<file path="src/rtl/des_key_sched_dec_if.sv">
// Subkey stream bundle between the DES key scheduler (slave side) and its
// consumer / load requester (master side).
interface des_key_sched_dec_if;
    // Handshake: a subkey transfers on every rising edge where subkey_valid
    // and subkey_ready are both high; while valid is high and ready is low,
    // subkey and round_idx hold steady. start is a one-cycle request that is
    // only taken while the scheduler is idle.
    logic        start;
    logic [63:0] key_in;
    logic        subkey_ready;
    logic        subkey_valid;
    logic [47:0] subkey;
    logic [3:0]  round_idx;
    logic        busy;
    logic        done;

    modport master (
        output start, key_in, subkey_ready,
        input  subkey_valid, subkey, round_idx, busy, done
    );

    modport slave (
        input  start, key_in, subkey_ready,
        output subkey_valid, subkey, round_idx, busy, done
    );
endinterface

</file>
<file path="src/rtl/des_key_sched_dec.sv">
// Sequential DES subkey generator: PC-1 on load, then one PC-2 subkey per
// accepted handshake, K16..K1 with right rotations (MODE=1) or K1..K16 (MODE=0).
module des_key_sched_dec #(
    parameter bit MODE = 1'b1
) (
    input  logic                      i_clk,
    input  logic                      i_rst,
    des_key_sched_dec_if.slave        i_sched,
    output logic [1:0]                o_dbg_state,
    output logic                      o_dbg_par_err
);

    typedef enum logic [1:0] {
        S_IDLE = 2'd0,
        S_RUN  = 2'd1,
        S_DONE = 2'd2
    } state_t;

    // FIPS bit numbering: table entry n selects FIPS bit n (bit 1 = MSB).
    localparam int PC1 [56] = '{
        57, 49, 41, 33, 25, 17,  9,  1, 58, 50, 42, 34, 26, 18,
        10,  2, 59, 51, 43, 35, 27, 19, 11,  3, 60, 52, 44, 36,
        63, 55, 47, 39, 31, 23, 15,  7, 62, 54, 46, 38, 30, 22,
        14,  6, 61, 53, 45, 37, 29, 21, 13,  5, 28, 20, 12,  4
    };

    localparam int PC2 [48] = '{
        14, 17, 11, 24,  1,  5,  3, 28, 15,  6, 21, 10,
        23, 19, 12,  4, 26,  8, 16,  7, 27, 20, 13,  2,
        41, 52, 31, 37, 47, 55, 30, 40, 51, 45, 33, 48,
        44, 49, 39, 56, 34, 53, 46, 42, 50, 36, 29, 32
    };

    // Rotation applied after accept k; the left schedule from round 2 on and the
    // right schedule from K16 down are the same list. Entry 15 is never used.
    localparam logic [1:0] AMT [16] = '{
        2'd1, 2'd2, 2'd2, 2'd2, 2'd2, 2'd2, 2'd2, 2'd1,
        2'd2, 2'd2, 2'd2, 2'd2, 2'd2, 2'd2, 2'd1, 2'd0
    };

    state_t      r_state;
    state_t      w_state_nxt;
    logic [27:0] r_c;
    logic [27:0] r_d;
    logic [27:0] w_c_nxt;
    logic [27:0] w_d_nxt;
    logic [3:0]  r_count;
    logic [3:0]  w_count_nxt;
    logic        r_par_err;
    logic        w_par_err_nxt;

    logic [55:0] w_pc1;
    logic [55:0] w_cd;
    logic [47:0] w_pc2;
    logic [7:0]  w_byte_bad;
    logic        w_accept;
    logic        w_valid;

    function automatic logic [27:0] rot28(input logic [27:0] v,
                                          input logic [1:0]  amt,
                                          input logic        left);
        logic [27:0] r;
        r = v;
        if (left) begin
            if (amt == 2'd1) r = {v[26:0], v[27]};
            else if (amt == 2'd2) r = {v[25:0], v[27:26]};
        end else begin
            if (amt == 2'd1) r = {v[0], v[27:1]};
            else if (amt == 2'd2) r = {v[1:0], v[27:2]};
        end
        return r;
    endfunction

    genvar g;
    generate
        for (g = 0; g < 56; g++) begin : g_pc1
            assign w_pc1[55-g] = i_sched.key_in[64-PC1[g]];
        end
        for (g = 0; g < 48; g++) begin : g_pc2
            assign w_pc2[47-g] = w_cd[56-PC2[g]];
        end
        // Parity bits do not feed the schedule; a byte with even parity is
        // only flagged for debug.
        for (g = 0; g < 8; g++) begin : g_par
            assign w_byte_bad[g] = ~^i_sched.key_in[8*g+7 : 8*g];
        end
    endgenerate

    assign w_cd     = {r_c, r_d};
    assign w_valid  = (r_state == S_RUN);
    assign w_accept = w_valid & i_sched.subkey_ready;

    always_ff @(posedge i_clk) begin
        if (i_rst) begin
            r_state   <= S_IDLE;
            r_c       <= 28'd0;
            r_d       <= 28'd0;
            r_count   <= 4'd0;
            r_par_err <= 1'b0;
        end else begin
            r_state   <= w_state_nxt;
            r_c       <= w_c_nxt;
            r_d       <= w_d_nxt;
            r_count   <= w_count_nxt;
            r_par_err <= w_par_err_nxt;
        end
    end

    always_comb begin
        w_state_nxt   = r_state;
        w_c_nxt       = r_c;
        w_d_nxt       = r_d;
        w_count_nxt   = r_count;
        w_par_err_nxt = r_par_err;
        case (r_state)
            S_IDLE: begin
                if (i_sched.start) begin
                    w_state_nxt   = S_RUN;
                    w_count_nxt   = 4'd0;
                    w_par_err_nxt = |w_byte_bad;
                    // Decrypt starts from C0/D0 (28 total left shifts = identity).
                    if (MODE) begin
                        w_c_nxt = w_pc1[55:28];
                        w_d_nxt = w_pc1[27:0];
                    end else begin
                        w_c_nxt = rot28(w_pc1[55:28], 2'd1, 1'b1);
                        w_d_nxt = rot28(w_pc1[27:0], 2'd1, 1'b1);
                    end
                end
            end
            S_RUN: begin
                if (w_accept) begin
                    if (r_count == 4'd15) begin
                        w_state_nxt = S_DONE;
                    end else begin
                        w_count_nxt = r_count + 4'd1;
                        w_c_nxt     = rot28(r_c, AMT[r_count], !MODE);
                        w_d_nxt     = rot28(r_d, AMT[r_count], !MODE);
                    end
                end
            end
            S_DONE: begin
                w_state_nxt = S_IDLE;
            end
            default: begin
                w_state_nxt = S_IDLE;
            end
        endcase
    end

    assign i_sched.subkey_valid = w_valid;
    assign i_sched.subkey       = w_pc2;
    assign i_sched.round_idx    = !w_valid ? 4'd0 : (MODE ? (4'd15 - r_count) : r_count);
    assign i_sched.busy         = w_valid;
    assign i_sched.done         = (r_state == S_DONE);
    assign o_dbg_state          = r_state;
    assign o_dbg_par_err        = r_par_err;

endmodule

</file>
<file path="src/flat_wrapper.sv">
// flat-port wrapper written by rule: the top's interface ports become plain ports
module des_key_sched_dec_flat 
#(
    parameter bit MODE = 1'b1
)
  (i_clk, i_rst, o_dbg_state, o_dbg_par_err, i_sched_start, i_sched_key_in, i_sched_subkey_ready, i_sched_subkey_valid, i_sched_subkey, i_sched_round_idx, i_sched_busy, i_sched_done);
  des_key_sched_dec_if i_sched_i ();
  input  logic i_clk;
  input  logic i_rst;
  output logic [1:0] o_dbg_state;
  output logic o_dbg_par_err;
  input wire logic [$bits(i_sched_i.start)-1:0] i_sched_start;
  input wire logic [$bits(i_sched_i.key_in)-1:0] i_sched_key_in;
  input wire logic [$bits(i_sched_i.subkey_ready)-1:0] i_sched_subkey_ready;
  output wire logic [$bits(i_sched_i.subkey_valid)-1:0] i_sched_subkey_valid;
  output wire logic [$bits(i_sched_i.subkey)-1:0] i_sched_subkey;
  output wire logic [$bits(i_sched_i.round_idx)-1:0] i_sched_round_idx;
  output wire logic [$bits(i_sched_i.busy)-1:0] i_sched_busy;
  output wire logic [$bits(i_sched_i.done)-1:0] i_sched_done;
  assign i_sched_i.start = i_sched_start;
  assign i_sched_i.key_in = i_sched_key_in;
  assign i_sched_i.subkey_ready = i_sched_subkey_ready;
  assign i_sched_subkey_valid = i_sched_i.subkey_valid;
  assign i_sched_subkey = i_sched_i.subkey;
  assign i_sched_round_idx = i_sched_i.round_idx;
  assign i_sched_busy = i_sched_i.busy;
  assign i_sched_done = i_sched_i.done;
  des_key_sched_dec #(.MODE(MODE)) u_core (.i_clk(i_clk), .i_rst(i_rst), .i_sched(i_sched_i), .o_dbg_state(o_dbg_state), .o_dbg_par_err(o_dbg_par_err));
endmodule
</file>
<file path="config.mk">
export PLATFORM = sky130hd
export DESIGN_NAME = des_key_sched_dec_flat
export DESIGN_NICKNAME = d
export VERILOG_FILES = /design/src/rtl/des_key_sched_dec_if.sv /design/src/rtl/des_key_sched_dec.sv /design/src/flat_wrapper.sv
export SDC_FILE = /design/constraint.sdc
export NUM_CORES = 1
export LEC_CHECK = 0
export ABC_AREA = 1
export CORE_ASPECT_RATIO = 0.8
export CORE_UTILIZATION = 35
export CTS_BUF_LIST = sky130_fd_sc_hd__clkbuf_8
export CTS_CLUSTER_SIZE = 30
export DETAILED_ROUTE_END_ITERATION = 6
export MAX_ROUTING_LAYER = met4
export SETUP_SLACK_MARGIN = 0.3
export SYNTH_ARGS = -nofsm -noshare
export SYNTH_HDL_FRONTEND = slang
export SYNTH_SLANG_ARGS = --single-unit
</file>
<file path="constraint.sdc">
create_clock -name i_clk -period 3.5 [get_ports i_clk]
set_input_delay 0.875 -clock i_clk [delete_from_list [all_inputs] [get_ports i_clk]]
set_output_delay 0.875 -clock i_clk [all_outputs]
set_load 0.005 [all_outputs]
</file>
# Word-level counts from Yosys, hierarchy flattened

Memory sizes are Yosys's and may differ from the RTL's.
Index checks and enable logic that the tools add are counted.

ROM bits: 32
Bits in registers: 63
Input bits: 68
Memories kept: 1

Memories:

| name            | words | width | rd ports | clocked after Yosys merged registers in | write ports | RTL line                 | text |
|---|---|---|---|---|---|---|---|
| (no name shown) | 16    | 2     | 1        | 0                                       | 0           | des_key_sched_dec.sv:137 | `w_c_nxt = rot28(r_c, AMT[r_count], !MODE);` |

Reduce and logical (&&, ||, !) cells: 15
Bitwise gates (word level): 2
Equal/unequal tests: 10
Add/subtract/negate cells: 2
Multiplexer cells: 23
Order comparisons: 1

Operator list:

| cell                  | count |
|---|---|
| $mux W28              | 10 |
| $pmux W28 S2          | 2 |
| $reduce_xnor A8 Y1    | 8 |
| $mux W4               | 4 |
| $mux W2               | 5 |
| $pmux W4 S2           | 1 |
| $reduce_or A8 Y1      | 1 |
| $ne A2 B2 Y1 const B  | 3 |
| $ge A5 B5 Y1 const B  | 1 |
| $not A4 Y5            | 1 |
| $reduce_and A5 Y1     | 1 |
| $add A4 B1 Y4 const B | 1 |
| $eq A2 B1 Y1 const B  | 2 |
| $eq A2 B2 Y1 const B  | 2 |
| $eq A4 B4 Y1 const B  | 1 |
| $pmux W2 S2           | 1 |
| $reduce_and A4 Y1     | 1 |
| $sub A4 B4 Y4 const A | 1 |
| $ne A3 B3 Y1 const B  | 1 |
| $reduce_and A3 Y1     | 1 |
| $logic_not A2 Y1      | 1 |
| $ne A2 B1 Y1 const B  | 1 |
| $reduce_and A2 Y1     | 1 |
| $reduce_bool A2 Y1    | 1 |
| $and A1 B1 Y1         | 1 |

# Logic depth before layout (Yosys ltp)

Gate-level depths: netlist of the first run.

Word-level depth: 10
Mapped depth: 12

# Worst setup path after synthesis of the first run

Ideal clock, no wire load.

Path type: reg-to-reg
Start: register u_core.r_count[0]
End: register u_core.r_c[12]
Path buffers: 3
Data arrival time: 1897 ps
Required time: 3426 ps
Setup time: 74 ps
Cell stages (with the launch flop): 12
Setup slack: 1529 ps
Clock period less this slack: 1971 ps
Cell sequence: dfxtp_1 > inv_1 > ha_1 > a21oi_1 > a31oi_1 > ha_1 > buf_2 > inv_1 > buf_2 > clkbuf_1 > o21ai_0 > a31oi_1

Word-level cells in the longest chain between the ends: 9
Elaborated cells on any way between the ends: 14

RTL lines:

| item                                       | RTL line                 | text |
|---|---|---|
| start: declaration                         | des_key_sched_dec.sv:47  | `logic [3:0] r_count;` |
| start signal: assignment                   | des_key_sched_dec.sv:104 | `r_count <= w_count_nxt;` |
| $not A4 Y5 (not written as such)           | des_key_sched_dec.sv:137 |  |
| $mem_v2 Z16 W2                             | n/a                      |  |
| $mux W2 (not written as such) (2 in a row) | des_key_sched_dec.sv:137 |  |
| $eq A2 B1 Y1                               | des_key_sched_dec.sv:68  | `if (amt == 2'd1) r = {v[0], v[27:1]};` |
| $mux W28                                   | des_key_sched_dec.sv:68  |  |
| $mux W28                                   | des_key_sched_dec.sv:133 | `if (r_count == 4'd15) begin` |
| $mux W28                                   | des_key_sched_dec.sv:132 | `if (w_accept) begin` |
| $pmux W28 S2                               | des_key_sched_dec.sv:115 | `case (r_state)` |
| end signal: assignment                     | des_key_sched_dec.sv:102 | `r_c <= w_c_nxt;` |
| end: declaration                           | des_key_sched_dec.sv:43  | `logic [27:0] r_c;` |

Several ways; a longest one is shown, not always the timed one. The select of a mux whose other input is x is not followed.
A chain may end at the register's enable or synchronous reset.

# Final worst setup path of the first run

Start: register u_core.r_count[0]
End: register u_core.r_c[5]

Same word-level chain as after synthesis.

==> results of run 1 <==
## layout make-up
| type | instances | share of cell area |
|---|---|---|
| multi-input combinational | 542 | 0.4461 |
| inverter | 82 | 0.05283 |
| sequential | 63 | 0.2147 |
| clock inverter | 3 | 0.002343 |
| timing repair buffer | 133 | 0.2233 |
| tap | 175 | 0.03728 |
| clock buffer | 10 | 0.02343 |
## worst min-delay path by stage
| stage | endpoint | cells after the start | from | slack, ns |
|---|---|---|---|---|
| 2_1_floorplan | u_core.r_c[3]$_SDFFE_PP0P_ | 2 | u_core.r_c[3]$_SDFFE_PP0P_ | 0.44 |
| 5_1_grt | u_core.r_c[19]$_SDFFE_PP0P_ | 2 | u_core.r_c[19]$_SDFFE_PP0P_ | 0.52 |
| 6_report | u_core.r_c[19]$_SDFFE_PP0P_ | 2 | u_core.r_c[19]$_SDFFE_PP0P_ | 0.47 |
| 3_5_place_dp | u_core.r_c[19]$_SDFFE_PP0P_ | 2 | u_core.r_c[19]$_SDFFE_PP0P_ | 0.46 |
| 3_3_place_gp | u_core.r_c[19]$_SDFFE_PP0P_ | 2 | u_core.r_c[19]$_SDFFE_PP0P_ | 0.46 |
| 4_1_cts | u_core.r_c[19]$_SDFFE_PP0P_ | 2 | u_core.r_c[19]$_SDFFE_PP0P_ | 0.47 |
## through the flow
| step | cells | hold slack, ns |
|---|---|---|
| 2_1_floorplan | 779 | 0.4418 |
| 3_3_place_gp | 995 | 0.4582 |
| 3_5_place_dp | 995 | 0.4588 |
| 4_1_cts | 1008 | 0.4679 |
| 5_1_grt | 1008 | 0.5183 |
| 6_report | 1008 | 0.4678 |
## power breakdown
group	leakage, nW	switching, mW	internal, mW	total [mW]
Clock	0.0850	0.281	0.259	0.540
Combinational	2.04	0.683	0.518	1.20
Sequential	0.522	0.121	0.838	0.959
## flip-flops by register name (all words and copies together) (netlist names)
| register | flops |
|---|---|
| u_core.r_d | 28 |
| u_core.r_count | 4 |
| u_core.o_dbg_par_err | 1 |
| u_core.r_c | 28 |
| u_core.o_dbg_state | 2 |
## worst max-delay path, stage by stage (launching register included)
cell     delay, ns
dfxtp_1       0.41
inv_1         0.12
ha_1          0.22
a21oi_1       0.15
a31oi_1       0.06
ha_2          0.19
inv_1         0.47
buf_4         0.33
nor2_1        0.06
o22ai_1       0.16
o21ai_1       0.09
a21oi_1       0.13
## logic make-up after synthesis
group	count (synthesis)	synth area share
AOI/OAI and AO/OA	224	0.2505
xor gates and xnor gates	29	0.05314
adders and majority gates	6	0.01571
buffers and inverters	174	0.1885
DFF	63	0.2639
and+or+nand+nor	283	0.2283
## metal layers
metal  vias to the layer above  global-route usage  wire [um]
met1                      2275              0.3066       7397
met4                         0             0.06240        193
li1                       2578                   -          -
met2                       210              0.3060       5960
met3                        17             0.05198       1204
met5                         -                   -          0
## cells in the mapped netlist
| library cell | n | area, um2 |
|---|---|---|
| nand2_1 | 182 | 683.2 |
| nor2_1 | 89 | 334.1 |
| o21ai_0 | 79 | 395.4 |
| inv_1 | 78 | 292.8 |
| dfxtp_1 | 63 | 1261 |
| buf_4 | 50 | 375.4 |
| a21oi_1 | 46 | 230.2 |
| o21ai_1 | 45 | 225.2 |
| a31oi_1 | 42 | 262.8 |
| clkbuf_1 | 21 | 78.83 |
| xnor2_1 | 19 | 166.4 |
| xor2_1 | 10 | 87.58 |
| buf_2 | 9 | 45.04 |
| o22ai_1 | 7 | 43.79 |
| buf_6 | 6 | 67.56 |
| ha_1 | 6 | 75.07 |
| buf_1 | 5 | 18.77 |
| nand3_1 | 5 | 25.02 |
| inv_2 | 3 | 11.26 |
| nand2_2 | 3 | 18.77 |
| a211oi_1 | 2 | 15.01 |
| clkbuf_2 | 1 | 5.000 |
| inv_4 | 1 | 6.260 |
| nand2b_1 | 1 | 6.260 |
| nand3b_2 | 1 | 11.26 |
| nand4_1 | 1 | 6.260 |
| nor4_1 | 1 | 6.260 |
| o21ai_2 | 1 | 8.760 |
| o31ai_1 | 1 | 7.510 |
| o32ai_1 | 1 | 8.760 |
==> impl_metrics.json, run 1 <==
{
  "status": "completed",
  "min_period_ns": 2.477,
  "insertion_delay_ns": 0.35,
  "cp.arrival_ns": 2.76,
  "fillCellCount": 1388,
  "clock_sinks": 63,
  "start_util": 0.3648,
  "placed_area_um2": 5722,
  "reg2reg_slack_ns": 1.02,
  "diodes": 0,
  "avgRoutedWirePerCell_um": 14.64,
  "path_class": "reg2reg",
  "seq_area_frac_synth": 0.2639,
  "syn_area_um2": 4780,
  "fin_util": 0.4483,
  "vias": 5080,
  "drc": 0,
  "io_buffer_count": 125,
  "final_cell_mix": "nand2_1 (182), clkdlybuf4s50_1 (125), nor2_1 (89)",
  "ys_seq_elements": 63,
  "reg2reg_depth": 11,
  "grt_overflow": 0,
  "cts_buffers": 9,
  "final_nets": 905,
  "drive_gt1_frac": 0.03601,
  "crit_start": "u_core.r_count[0]$_SDFFE_PP0P_",
  "die_x_um": 132.7,
  "drt_wl_total_mm": 14.76,
  "regArea_um2": 1261,
  "core_area_um2": 13100,
  "drtIter0Drc": 403,
  "rows": 37,
  "syn_to_final_growth_pct": 22.88,
  "rsz0062_at_grt": "no",
  "cp_max_fo": 19,
  "grt_pass1_vias": 4552,
  "hpwlAfterDp_mm": 10.81,
  "syn_nets": 853,
  "antenna_left": 0,
  "fin_ws_ns": 1.023,
  "cts_resized": 0,
  "ys.warnings.count": 0,
  "cap_viol_max_count": 0,
  "slew_headroom": 0.3809,
  "endpoint": "u_core.r_c[5]$_SDFFE_PP0P_",
  "htree_levels": 3,
  "grt_usage": 0.2181,
  "fin_area_um2": 5873,
  "max_freq_ghz": 0.4036,
  "place_ws_ns": 0.9963,
  "dr.pass1.iters": 4,
  "r2r-end": "u_core.r_c[5]$_SDFFE_PP0P_",
  "synth.distinct_cells": 30,
  "postSynthAreaPerCell_um2": 6.136,
  "multiInputGateArea_um2": 2620,
  "maxSlewViolCount": 0,
  "antenna_found_initial": 0,
  "p_per_area_nw_per_um2": 459.9,
  "gp_congestion": 0.8516,
  "hold_buffers": 0,
  "grt_pass1_wl_mm": 23.60,
  "period_share": 0.7078,
  "fp.dieH_um": 106.5,
  "vias_per_cell": 5.040,
  "hp-class": "reg2reg",
  "report.final.hold_viol_count": 0,
  "mostFrequentLayoutCell": "nand2_1",
  "r2r_start": "u_core.r_count[0]$_SDFFE_PP0P_",
  "critPathLaunchType": "flip-flop",
  "peakVddDrop_v": 0.0001631,
  "p_leak_nw": 2.644,
  "cts_tree": "built",
  "io_pins": 126,
  "tightest_slew_ns": 0.9287,
  "syn_inst": 779,
  "cts_buffer_depth": 2,
  "setup-tns-final_ns": 0,
  "finalSetupViolCount": 0,
  "grt_max_degree": 93,
  "dieArea_um2": 14130,
  "fin_skew_ns": 0.004262,
  "path_clk_slew_ns": 0.07,
  "critical_path_required_ns": 3.79,
  "worstSetupEndpointType": "flip-flop",
  "p_total_mw": 2.701,
  "cts_root_buf": "clkbuf_8",
  "post-cts-setup-buffers": 0
}
Power figures use the tool's default switching activity.
==> inputs of run 2 (changes only) <==
==> constraint.sdc (replaced) <==
create_clock -name i_clk -period 2.2 [get_ports i_clk]
set_input_delay 0.55 -clock i_clk [delete_from_list [all_inputs] [get_ports i_clk]]
set_output_delay 0.55 -clock i_clk [all_outputs]
set_load 0.005 [all_outputs]
==> impl_metrics.json, run 2 (synthesized netlist as in run 1, its figures left out) <==
{
  "status": "completed",
  "r2r-end": "u_core.r_c[7]$_SDFFE_PP0P_",
  "tightest_slew_ns": 0.3612,
  "reg2reg_slack_ns": 0.21,
  "hp-class": "reg2reg",
  "cts_tree": "built",
  "cp.arrival_ns": 2.22,
  "gp_congestion": 0.8068,
  "grt_usage": 0.2593,
  "start_util": 0.3648,
  "setup-tns-final_ns": 0,
  "fin_skew_ns": 0.01214,
  "vias": 5526,
  "maxSlewViolCount": 0,
  "mostFrequentLayoutCell": "nand2_1",
  "hp-start": "u_core.r_c[3]$_SDFFE_PP0P_",
  "p_per_area_nw_per_um2": 808.5,
  "max_freq_ghz": 0.5017,
  "io_pins": 126,
  "insertion_delay_ns": 0.35,
  "syn_to_final_growth_pct": 43.38,
  "fillCellCount": 1272,
  "antenna_left": 0,
  "clock_sinks": 63,
  "cts_root_buf": "clkbuf_8",
  "worstSetupEndpointType": "flip-flop",
  "slew_headroom": 0.7586,
  "finalSetupViolCount": 0,
  "hpwlAfterDp_mm": 11.08,
  "period_share": 0.9060,
  "peakVddDrop_v": 0.0003549,
  "avgRoutedWirePerCell_um": 17.37,
  "path_clk_slew_ns": 0.07,
  "regArea_um2": 1286,
  "critPathLaunchType": "flip-flop",
  "worst_hold_slack_ns": 0.4906,
  "grt_pass1_wl_mm": 27.64,
  "critical_path_required_ns": 2.43,
  "vias_per_cell": 5.324,
  "diodes": 0,
  "fp.dieH_um": 106.5,
  "drtIter0Drc": 611,
  "cp_max_fo": 6,
  "multiInputGateArea_um2": 2878,
  "rsz0062_at_grt": "yes",
  "fin_area_um2": 6853,
  "drt_wl_total_mm": 18.03,
  "core_area_um2": 13100,
  "cts_buffer_depth": 2,
  "reg2reg_depth": 11,
  "rows": 37,
  "min_period_ns": 1.993,
  "p_total_mw": 5.540,
  "drive_gt1_frac": 0.1367,
  "final_nets": 932,
  "p_leak_nw": 3.083,
  "cts_buffers": 9,
  "io_buffer_count": 125,
  "dieArea_um2": 14130,
  "placed_area_um2": 5798,
  "grt_max_degree": 93,
  "die_x_um": 132.7,
  "grt_overflow": 0,
  "final_cell_mix": "nand2_1 (181), clkdlybuf4s50_1 (117), nor2_1 (87)",
  "reg_top3": "u_core.r_c (28), u_core.r_d (28), u_core.r_count (4)",
  "hold_depth": 2,
  "fin_util": 0.5231,
  "min_to": "u_core.r_c[3]$_SDFFE_PP0P_",
  "antenna_found_initial": 0,
  "dr.pass1.iters": 5,
  "cap_viol_max_count": 0,
  "grt_pass1_vias": 5101,
  "r2r_start": "u_core.r_count[0]$_SDFFE_PP0P_",
  "report.final.hold_viol_count": 0,
  "htree_levels": 3,
  "path_class": "reg2reg",
  "drc": 0
}
[run 2: cell count changes in the layout (fill, tap and decap cells not counted), moves of 5 or more]
cell | before | now
o21ai_2 | 1 | 13
a21oi_1 | 46 | 30
dlygate4sd2_1 | 0 | 6
o21ai_0 | 79 | 56
dfxtp_1 | 63 | 49
ha_1 | 5 | 0
dfxtp_2 | 0 | 11
buf_16 | 0 | 8
o21ai_1 | 45 | 56
a21oi_2 | 0 | 15
buf_12 | 0 | 10
clkdlybuf4s50_1 | 125 | 117
[run 2: per-layer routing]
metal  vias up  global-route usage  part of all wire
met5         -                   -                 0
met2       305              0.3786              0.43
met4         0             0.06897             0.018
met1      2543              0.3618              0.46
met3        35             0.05007             0.093
li1       2643                   -                 -
[run 2: cell type report]
type,count,share of cell area
well taps,175,0.03195
repair buffers,158,0.2761
clock buffers,12,0.02410
repair inverters,2,0.004747
inverters,82,0.04911
clock inverters,4,0.006390
multi-input cells,542,0.4199
flip-flops and latches,63,0.1877
[run 2: critical path, cell delays in order (launching register included)]
cell and delay, ns:
dfxtp_4 0.40, inv_6 0.06, ha_4 0.16, a21oi_4 0.17, a31oi_4 0.05, ha_4 0.27
nand3b_4 0.14, nand2_8 0.09, buf_12 0.19, buf_12 0.14, o21ai_2 0.15, a31oi_4 0.04
[run 2: metrics by stage]
| stage | instances | setup slack (ns) |
|---|---|---|
| floorplan | 779 | 0.2670 |
| global placement | 995 | 0.1101 |
| detailed placement | 995 | 0.09342 |
| CTS | 1033 | 0.2033 |
| global route | 1038 | 0.1378 |
| finish | 1038 | 0.2068 |
[run 2: repair_timing]
item,CTS,global route
setup endpoints to repair,64,67
resized for setup,92,33
hold buffers,0,0
pin swaps,24,12
cloned,11,3
buffers inserted,11,2
[run 2: report_power, final]
| part | switching [mW] | internal (mW) |
|---|---|---|
| sequential | 0.216 | 1.34 |
| combinational | 1.48 | 1.42 |
| clock | 0.477 | 0.609 |
[run 2: how the worst max path moves through the flow]
stage | start | to | slack [ns] | cells after the start
final | u_core.r_count[0]$_SDFFE_PP0P_ | u_core.r_c[7]$_SDFFE_PP0P_ | 0.21 | 11
after global routing | u_core.r_count[0]$_SDFFE_PP0P_ | u_core.r_c[15]$_SDFFE_PP0P_ | 0.14 | 11
after CTS | u_core.r_count[0]$_SDFFE_PP0P_ | u_core.r_c[7]$_SDFFE_PP0P_ | 0.20 | 10
after detailed placement | u_core.r_count[1]$_SDFFE_PP0P_ | u_core.r_c[7]$_SDFFE_PP0P_ | 0.09 | 9
after global placement | i_sched_key_in[46] | u_core.o_dbg_par_err$_SDFFE_PP0P_ | 0.11 | 8
after floorplan | u_core.r_count[1]$_SDFFE_PP0P_ | u_core.r_c[12]$_SDFFE_PP0P_ | 0.27 | 11
==> inputs of run 3 (changes only) <==
--- a/config.mk
+++ b/config.mk
@@ -12,6 +12,7 @@
 export CTS_CLUSTER_SIZE = 30
 export DETAILED_ROUTE_END_ITERATION = 6
 export MAX_ROUTING_LAYER = met4
+export REMOVE_ABC_BUFFERS = 1
 export SETUP_SLACK_MARGIN = 0.3
 export SYNTH_ARGS = -nofsm -noshare
 export SYNTH_HDL_FRONTEND = slang
==> impl_metrics.json, run 3 (synthesized netlist as in run 1, its figures left out) <==
{
  "p_comb_frac": 0.552,
  "antenna_left": 0,
  "rsz0062_at_grt": "yes",
  "cp_common_cell": "ha_4",
  "pwr-share-clk": 0.192,
  "p_total_mw": 6.199,
  "grt_usage": 0.2622,
  "cts_tree": "built",
  "peakVddDrop_v": 0.0004209,
  "dp.cells": 1001,
  "max_freq_ghz": 0.4908,
  "htree_levels": 3,
  "report.final.hold_viol_count": 0,
  "min_to": "u_core.r_d[9]$_SDFFE_PP0P_",
  "path_cells": "inv_8, ha_4, a21oi_4, a31oi_4, ha_4, nand3b_4, nand2_8, buf_12, inv_16, o21ai_1, a21oi_1",
  "hpwlAfterDp_mm": 10.96,
  "crit_path_max_incr_delay_ns": 0.43,
  "drive_gt1_frac": 0.1946,
  "min_period_ns": 2.037,
  "p_leak_nw": 3.232,
  "drtIter0Drc": 610,
  "insertion_delay_ns": 0.36,
  "cts_root_buf": "clkbuf_8",
  "placed_area_um2": 5842,
  "hold_buffers": 0,
  "dr.pass1.iters": 5,
  "critical_path_required_ns": 2.47,
  "p_seq_frac": 0.256,
  "core_area_um2": 13100,
  "hp-class": "reg2reg",
  "hold_depth": 2,
  "period_share": 0.9261,
  "reg2reg_slack_ns": 0.16,
  "crit_family": "compound AO/OA/AOI/OAI gates",
  "cts_buffer_depth": 2,
  "io_pins": 126,
  "diodes": 0,
  "reg_top3": "u_core.r_c (28), u_core.r_d (28), u_core.r_count (4)",
  "cap_viol_max_count": 0,
  "maxSlewViolCount": 0,
  "cp.arrival_ns": 2.31,
  "slew_headroom": 0.6809,
  "worstSetupEndpointType": "flip-flop",
  "swShare": 0.3938,
  "p_int_mw": 3.758,
  "status": "completed",
  "r2r-end": "u_core.r_c[18]$_SDFFE_PP0P_",
  "grt_overflow": 0,
  "crit_buf_inv": 3,
  "p_sw_mw": 2.441,
  "io_buffer_count": 125,
  "critPathLaunchType": "flip-flop",
  "die_x_um": 132.7,
  "fin_area_um2": 7435,
  "cp_max_fo": 15,
  "fillCellCount": 1173,
  "hp-start": "u_core.r_d[9]$_SDFFE_PP0P_",
  "vias": 5598,
  "r2r_start": "u_core.r_count[0]$_SDFFE_PP0P_",
  "start_util": 0.3648,
  "drc": 0,
  "final_nets": 953,
  "grt_max_degree": 56,
  "vias_per_cell": 5.286,
  "mostFrequentLayoutCell": "nand2_1",
  "fp.dieH_um": 106.5,
  "tightest_slew_ns": 0.4775,
  "syn_to_final_growth_pct": 55.55,
  "avgRoutedWirePerCell_um": 17.64,
  "final_cell_mix": "nand2_1 (181), clkdlybuf4s50_1 (118), nor2_1 (86)",
  "fin_skew_ns": 0.01169,
  "cts_buffers": 9,
  "clock_sinks": 63,
  "worst_hold_slack_ns": 0.5095,
  "path_clk_slew_ns": 0.07,
  "slowest_stage": "dfxtp_4",
  "layout.cells.non_filler": 1059,
  "finalSetupViolCount": 0,
  "reg2reg_depth": 11,
  "dieArea_um2": 14130,
  "path_class": "reg2reg",
  "p_per_area_nw_per_um2": 833.8,
  "gp_congestion": 0.8689,
  "grt_pass1_vias": 5059,
  "grt_pass1_wl_mm": 27.84,
  "drt_wl_total_mm": 18.69,
  "rows": 37,
  "antenna_found_initial": 1
}
==> run 3: cell types whose count changed in the layout (fill, tap and decap cells not counted), moves of 4 or more <==
cell / before / now
a31oi_4: 3 / 11
o21ai_1: 56 / 64
a21oi_2: 15 / 6
buf_4: 8 / 16
o21ai_0: 56 / 24
o21ai_2: 13 / 37
a21oi_1: 30 / 38
a31oi_1: 39 / 28
buf_6: 2 / 6
buf_16: 8 / 13
==> run 3: metal layers <==
metal	vias to the layer above	share of wire	global-route usage
li1	2694	-	-
met4	0	0.019	0.07061
met1	2604	0.45	0.3600
met2	272	0.44	0.3711
met5	-	0	-
met3	28	0.093	0.07439
==> run 3: stage by stage <==
step	TNS, ns	setup slack, ns	utilization
2_1_floorplan	-57.67	-1.233	-
3_3_place_gp	-0.02968	-0.02968	0.4459
3_5_place_dp	-0.1205	-0.04299	0.4459
4_1_cts	0	0.1989	0.5356
5_1_grt	0	0.1038	0.5675
6_report	0	0.1626	0.5675
==> run 3: how the worst max path moves through the flow <==
stage               cells past startpoint  slack (ns)                           start                           endpoint
finish                                 11        0.16  u_core.r_count[0]$_SDFFE_PP0P_        u_core.r_c[18]$_SDFFE_PP0P_
global route                           11        0.10  u_core.r_count[1]$_SDFFE_PP0P_         u_core.r_d[3]$_SDFFE_PP0P_
CTS                                    11        0.20  u_core.r_count[1]$_SDFFE_PP0P_         u_core.r_d[9]$_SDFFE_PP0P_
detailed placement                     10       -0.04  u_core.r_count[0]$_SDFFE_PP0P_         u_core.r_d[9]$_SDFFE_PP0P_
global placement                        9       -0.03              i_sched_key_in[63]  u_core.o_dbg_par_err$_SDFFE_PP0P_
floorplan                              10       -1.23  u_core.r_count[1]$_SDFFE_PP0P_         u_core.r_c[3]$_SDFFE_PP0P_
==> run 3: worst min-delay path, delay by kind of cell (launching register included) <==
| kind | cells | cell delay, ns |
|---|---|---|
| flip-flops | 1 | 0.34 |
| buffers and inverters | 1 | 0.07 |
| AO/OA/AOI/OAI | 1 | 0.06 |
==> run 3: what timing repair did <==
action                                  in CTS  in global routing
gates cloned                                16                  4
pin swaps                                   23                 29
endpoints found under the setup margin      67                 72
resized for setup                          137                 84
hold endpoints to repair                     0                  0
setup buffers                               17                  5
==> run 3: area by class of cell <==
type	count	area, um2	share of cell area
Multi-Input combinational cell	544	3173	0.4268
Inverter	82	357.8	0.04813
Timing Repair Buffer	178	2162	0.2908
Timing Repair inverter	1	8.758	0.001178
Clock buffer	11	151.4	0.02036
Tap cell	175	219.0	0.02945
Sequential cell	63	1290	0.1735
Clock inverter	5	72.57	0.009761
==> run 3: power groups by stage <==
stage / Sequential (mW) / Clock, mW / Combinational, mW
2_1_floorplan: 1.50 / 0 / 1.03
3_3_place_gp: 1.55 / 0 / 1.98
3_5_place_dp: 1.55 / 0 / 2.00
4_1_cts: 1.56 / 1.19 / 3.00
5_1_grt: 1.61 / 1.24 / 3.62
6_report: 1.59 / 1.19 / 3.42
